===== config.mk =====
export PLATFORM = sky130hd
export DESIGN_NAME = conv_requant_store
export DESIGN_NICKNAME = d
export VERILOG_FILES = /design/src/rtl/conv_out_pkg.sv /design/src/rtl/requant_pipe.sv /design/src/rtl/conv_requant_store.sv
export SDC_FILE = /design/constraint.sdc
export NUM_CORES = 2
export LEC_CHECK = 0
export ABC_AREA = 1
export BUFFER_PORTS_ARGS = -buffer_cell sky130_fd_sc_hd__buf_2
export CORE_MARGIN = 2
export CORE_UTILIZATION = 45
export DETAILED_ROUTE_END_ITERATION = 8
export SYNTH_ARGS = -nofsm -noshare
export SYNTH_HDL_FRONTEND = slang
export SYNTH_HIERARCHICAL = 1
export SYNTH_SLANG_ARGS = --single-unit
export TNS_END_PERCENT = 10

===== constraint.sdc =====
create_clock -name clk -period 17.05 [get_ports clk]
set_input_delay 3.41 -clock clk [delete_from_list [all_inputs] [get_ports clk]]
set_output_delay 3.41 -clock clk [all_outputs]
set_load 0.02 [all_outputs]

===== src/rtl/conv_out_pkg.sv =====
// conv_out_pkg: shared FSM states, config selectors and activation defaults for conv_requant_store
package conv_out_pkg;
  typedef enum logic [2:0] {IDLE, RUN, WRITE, FLUSH, DONE} state_t;
  localparam logic [2:0] CFG_BASE    = 3'd0;
  localparam logic [2:0] CFG_OFFSET  = 3'd1;
  localparam logic [2:0] CFG_ACT_MIN = 3'd2;
  localparam logic [2:0] CFG_ACT_MAX = 3'd3;
  localparam logic [2:0] CFG_COUNT   = 3'd4;
  localparam logic [2:0] CFG_START   = 3'd5;
  localparam logic [31:0] ACT_MIN_DEF = 32'hffffff80;
  localparam logic [31:0] ACT_MAX_DEF = 32'd127;
endpackage


===== src/rtl/requant_pipe.sv =====
// requant_pipe: four-stage TFLite requantization (bias, SRDHM, rounding shift, offset+clamp) with stall
module requant_pipe #(
  parameter int OUT_W = 8
) (
  input  logic                    clk,
  input  logic                    reset,
  input  logic                    stall,
  input  logic                    in_valid,
  input  logic signed [31:0]      in_acc,
  input  logic signed [31:0]      in_bias,
  input  logic signed [31:0]      in_mult,
  input  logic signed [5:0]       in_shift,
  input  logic signed [31:0]      output_offset,
  input  logic signed [31:0]      act_min,
  input  logic signed [31:0]      act_max,
  output logic                    in_free,
  output logic                    out_valid,
  output logic [OUT_W-1:0]        out_data
);
  logic v1, v2, v3, f2, f3, f4;
  logic signed [31:0] x1, m1, x2, x3, xs, srd, x3n, y;
  logic signed [5:0] sh1, sh2;
  logic signed [63:0] p, nudged;
  logic [31:0] mask, rem, thr;
  logic [5:0] r;
  // each stage loads only when the stage below it is empty or draining
  always_comb begin
    f4 = !out_valid || !stall;
    f3 = !v3 || f4;
    f2 = !v2 || f3;
    in_free = !v1 || f2;
    xs = x1 <<< (sh1[5] ? 6'd0 : $unsigned(sh1));
    p = 64'(xs) * 64'(m1);
    nudged = p + (p[63] ? -64'sd1073741823 : 64'sd1073741824);
    srd = (xs == 32'sh80000000 && m1 == 32'sh80000000) ? 32'sh7fffffff
        : 32'((nudged + (nudged[63] ? 64'sd2147483647 : 64'sd0)) >>> 31);
    r = sh2[5] ? 6'(-sh2) : 6'd0;
    mask = (32'd1 << r) - 32'd1;
    rem = x2 & mask;
    thr = (mask >> 1) + {31'd0, x2[31]};
    x3n = (x2 >>> r) + $signed({31'd0, rem > thr});
    y = x3 + output_offset;
  end
  always_ff @(posedge clk or posedge reset) begin
    if (reset) begin
      {v1, v2, v3, out_valid} <= '0;
      {x1, m1, x2, x3} <= '0;
      {sh1, sh2} <= '0;
      out_data <= '0;
    end else begin
      if (in_free) begin
        v1 <= in_valid;
        x1 <= in_acc + in_bias;
        m1 <= in_mult;
        sh1 <= in_shift;
      end
      if (f2) begin
        v2 <= v1;
        x2 <= srd;
        sh2 <= sh1;
      end
      if (f3) begin
        v3 <= v2;
        x3 <= x3n;
      end
      if (f4) begin
        out_valid <= v3;
        out_data <= OUT_W'(y < act_min ? act_min : (y > act_max ? act_max : y));
      end
    end
  end
endmodule


===== src/rtl/conv_requant_store.sv =====
// conv_requant_store: requantizes conv accumulators to int8 and writes packed words over Wishbone
module conv_requant_store
  import conv_out_pkg::*;
#(
  parameter int OUT_W = 8
) (
  input  logic        clk,
  input  logic        reset,
  input  logic        cfg_valid,
  input  logic [2:0]  cfg_sel,
  input  logic [31:0] cfg_data,
  input  logic        in_valid,
  output logic        in_ready,
  input  logic [31:0] in_acc,
  input  logic [31:0] in_bias,
  input  logic [31:0] in_mult,
  input  logic [5:0]  in_shift,
  output logic [29:0] wb_adr,
  output logic [31:0] wb_dat_mosi,
  output logic [3:0]  wb_sel,
  output logic        wb_cyc,
  output logic        wb_stb,
  output logic        wb_we,
  input  logic        wb_ack,
  input  logic        wb_err,
  output logic        busy,
  output logic        done
);
  state_t state;
  logic [29:0] base;
  logic signed [31:0] output_offset, act_min, act_max;
  logic [31:0] cnt, in_cnt, pk_cnt;
  logic pipe_free, pv, accept;
  logic [OUT_W-1:0] pb;
  logic [1:0] lane;
  assign lane = pk_cnt[1:0];
  assign in_ready = state == RUN && pipe_free && in_cnt != cnt;
  assign accept = in_valid && in_ready;
  assign wb_we = wb_cyc;
  requant_pipe #(.OUT_W(OUT_W)) u_pipe (
    .clk(clk), .reset(reset), .stall(state != RUN), .in_valid(accept),
    .in_acc(in_acc), .in_bias(in_bias), .in_mult(in_mult), .in_shift(in_shift),
    .output_offset(output_offset), .act_min(act_min), .act_max(act_max),
    .in_free(pipe_free), .out_valid(pv), .out_data(pb)
  );
  always_ff @(posedge clk or posedge reset) begin
    if (reset) begin
      state <= IDLE;
      base <= '0;
      output_offset <= '0;
      act_min <= ACT_MIN_DEF;
      act_max <= ACT_MAX_DEF;
      {cnt, in_cnt, pk_cnt} <= '0;
      {wb_adr, wb_dat_mosi, wb_sel} <= '0;
      {wb_cyc, wb_stb, busy, done} <= '0;
    end else begin
      if (accept) in_cnt <= in_cnt + 32'd1;
      case (state)
        IDLE: if (cfg_valid) begin
          if (cfg_sel == CFG_BASE) base <= cfg_data[31:2];
          if (cfg_sel == CFG_OFFSET) output_offset <= cfg_data;
          if (cfg_sel == CFG_ACT_MIN) act_min <= cfg_data;
          if (cfg_sel == CFG_ACT_MAX) act_max <= cfg_data;
          if (cfg_sel == CFG_COUNT) cnt <= cfg_data;
          if (cfg_sel == CFG_START) begin
            in_cnt <= '0;
            pk_cnt <= '0;
            busy <= 1'b1;
            done <= cnt == 32'd0;
            state <= cnt == 32'd0 ? DONE : RUN;
          end
        end
        RUN: if (pv) begin
          wb_dat_mosi <= wb_dat_mosi | ({{(32-OUT_W){1'b0}}, pb} << (lane * OUT_W));
          wb_sel <= wb_sel | (4'b0001 << lane);
          wb_adr <= base + pk_cnt[31:2];
          pk_cnt <= pk_cnt + 32'd1;
          if (lane == 2'd3 || pk_cnt == cnt - 32'd1) begin
            wb_cyc <= 1'b1;
            wb_stb <= 1'b1;
            state <= WRITE;
          end
        end
        WRITE: if (wb_ack) begin
          {wb_cyc, wb_stb} <= '0;
          wb_dat_mosi <= '0;
          wb_sel <= '0;
          done <= pk_cnt == cnt;
          state <= pk_cnt == cnt ? DONE : RUN;
        end else if (wb_err) begin
          {wb_cyc, wb_stb} <= '0;
          state <= FLUSH;
        end
        // the word is still held in wb_adr/dat/sel, so re-presenting it is just raising the strobe
        FLUSH: begin
          {wb_cyc, wb_stb} <= 2'b11;
          state <= WRITE;
        end
        DONE: begin
          done <= 1'b0;
          busy <= 1'b0;
          state <= IDLE;
        end
        default: state <= IDLE;
      endcase
    end
  end
endmodule


==> impl_metrics.csv <==
group,metric,value,unit
layout,layout-drive-gt1-share,6.83,%
logic_synthesis,ys_seq_elements,446,
critical_path,path_common_cell,"nand2_1",
logic_synthesis,yosysSeqAreaShare,14.7,%
critical_path,cp_max_fo,44,
clock_network,cts.sinks,446,
grt,antenna_found_initial,11,
clock_network,htreeDepth,2,
status,outcome,"finished, final reports clean",
worst_hold_path,min_path_type,"reg -> reg",
sta,final_hold_viol_count,0,
logic_synthesis,synth_edf_count,0,
drt,vias_per_cell,5.40,
grt,grt_pass1_vias,70600,
place,port-buffer-count,214,
clock_network,clk_latency,0.72,ns
logic_synthesis,yosys.area.top_type,"fa_1",
logic_synthesis,async_flop_share,100,%
sta,max_freq,63.9,MHz
floorplanning,pin_count,215,
grt,track_usage,31.6,%
logic_synthesis,syn_nets,12200,
layout,area_growth,6.89,%
critical_path,endpoint_kind,"register",
sta,worst_slack,1.41,ns
grt,grt_max_degree,97,
sta,finalSetupTns,0,ns
place,place_ws,0.782,ns
logic_synthesis,synthCells,10600,
place,gp_congestion,0.968,
logic_synthesis,ys.flop_type,"dfrtp_1",
sta,fin_crit_sh,91.7,%
sta,maxSlewViolCount,0,
sta,rsz0062_at_grt,"false",
floorplanning,die_w,416,um
logic_synthesis,netlist_top_cells_area,"fa_1, dfrtp_1, nand2_1",
sta,setup_viol,0,
clock_network,clkTransAtPathRegs,0.06,ns
drt,wl,270000,um
floorplanning,core,0.169,mm2
logic_synthesis,netlist_area,0.0764,mm2
logic_synthesis,synth_warnings,6,
drt,drt_pass1_iterations,8,
drt,wl_per_cell,20.9,um
clock_network,clockBufferDepth,3,
logic_synthesis,avgSynthCellArea,7.22,um2
sta,fin_crit,15.64,ns
critical_path,worstSetupStartpointType,"register",
layout,layout.nets,12300,
drt,drtAntennaViolNets,0,
sta,tightest_slew,1.39,ns
run,cap_violations,0,
clock_network,cts_made_buffers,57,
drt,drt-initial-drc-count,6521,
logic_synthesis,synth.distinct_cells,75,
sta,fin_skew,0.0683,ns
drt,num_vias,69600,
critical_path,arrival,16.23,ns
floorplanning,std_cell_rows,151,
critical_path,path_class,"reg -> reg",
critical_path,cp.required,17.65,ns
clock_network,cts_tree,"done",
critical_path,slowest_stage,"fa_1",
clock_network,post-cts-setup-buffer-count,0,
grt,grt_pass1_wl,420000,um
drt,route.detailed.drc,0,
place,dp_hpwl,218000,um
floorplanning,die_area,0.173,mm2
critical_path,slowest_delay,0.86,ns
grt,gr-total-overflow,0,
floorplanning,start_util,45.2,%
sta,slew_headroom,7.14,%
logic_synthesis,synth_top_cell_area_share,28.5,%
clock_network,cts_root_buffer,"clkbuf_16",
floorplanning,fp.dieH,416,um
==> cells by family (layout without fill, tap and decap cells) <==
logic type | after synthesis | in the layout | share of synthesized area, %
mux | 10 | 10 | 0.131
buf+inv | 2488 | 2572 | 12.4
flops | 446 | 446 | 14.7
compound gates | 1192 | 1192 | 8.50
fa+ha+maj | 1517 | 1517 | 35.5
xor+xnor | 273 | 273 | 3.22
simple gates | 4651 | 4651 | 25.5
other cells | 0 | 1 | 0
==> state kept, by name, summed over array words and instances, names as in the netlist, 3 cells and up <==
signal	count
act_max	32
act_min	32
cnt	32
in_cnt	32
output_offset	32
pk_cnt	32
u_pipe/m1	32
u_pipe/x1	32
u_pipe/x2	32
u_pipe/x3	32
wb_dat_mosi	32
base	30
wb_adr	30
u_pipe/out_data	8
u_pipe/sh1	6
u_pipe/sh2	6
wb_sel	4
state	3
==> cells in the mapped netlist (all sizes together) (15+ instances only) <==
cell	number
inv	2116
o22ai	15
fa	1086
o21a	21
clkbuf	286
ha	431
nand3b	19
a21oi	424
dfstp	32
o21ai	542
o21bai	27
nand4	132
nor4	39
clkinv	25
xor2	194
a21o	16
xnor2	79
nor3	116
nand2	2654
or2	39
a31oi	53
nor2	1274
nand3	366
dfrtp	414
o211ai	36
buf	61
==> stage by stage <==
stage	util (%)	instance area (um2)	instances	hold WS, ns
global route	48.3	81600	12900	0.499
detailed placement	47.2	79700	12800	0.462
CTS	48.3	81600	12900	0.478
global placement	47.2	79700	12800	0.462
finish	48.3	81600	12900	0.475
floorplan	-	76400	10600	0.423
==> critical path: cells and delay by family, from the launching register on <==
family	cells	cell delay (ns)
adders and majority gates	11	6.11
and+or+nand+nor	25	4.62
buffers and inverters	12	1.93
AOI/OAI and AO/OA	11	1.86
DFF	1	0.46
muxes	1	0.28
xor gates and xnor gates	1	0.21
==> area by class of cell <==
cell class	count	area [um2]
antenna	1	2.50
multi-input combinational	7643	55800
sequential	446	11200
clock inverter	25	292
inverter	2141	8070
tap	2218	2780
fill	17300	87300
timing repair buffer	324	1900
clock buffer	82	1620
==> final timing paths <==
kind	from	endpoint	slack (ns)	cells after the start
setup reg to reg	u_pipe/sh1[5]	u_pipe/x2[6]	1.41	61
max in group asynchronous	reset	act_max[26]	12.59	3
hold / removal	wb_adr[0]	wb_adr[0]	0.48	2
min in group asynchronous	reset	in_cnt[19]	2.86	2
setup / recovery	u_pipe/sh1[5]	u_pipe/x2[6]	1.41	61
hold reg to reg	wb_adr[0]	wb_adr[0]	0.48	2
==> layout by cell type (no fill, tap or decap), types with 16 or more instances in the layout <==
cell type,n
nand2_1,2594
inv_1,2077
nor2_1,1184
fa_1,1086
o21ai_0,488
ha_1,431
a21oi_1,422
dfrtp_1,412
nand3_1,347
buf_2,214
xor2_1,186
nand4_1,130
buf_4,110
nor3_1,102
xnor2_1,78
nor2_2,58
clkbuf_16,57
a31oi_1,53
o21ai_1,52
nand2_2,49
nor4_1,37
o211ai_1,36
inv_2,34
nor2_4,32
dfstp_2,32
or2_2,28
o21bai_1,27
o21a_1,21
clkinv_1,21
nand3b_1,19
a21o_1,16
==> what timing repair did <==
action | in CTS | in global routing
hold buffers | 0 | 0
endpoints found under the setup margin | 0 | 32
gates resized for setup | 0 | 4
endpoints found under the hold margin | 0 | 0
==> per-layer routing <==
metal | up-vias | wire length, um | GRT usage (%)
met3 | 455 | 22700 | 5.85
met4 | 2 | 9800 | 9.99
met1 | 34200 | 117000 | 43.7
li1 | 32200 | - | -
met2 | 2710 | 120000 | 50.1
met5 | - | 13 | 0
Power is not shown: default switching activity piles up to over one toggle a cycle in this logic, so the estimate is an artifact.
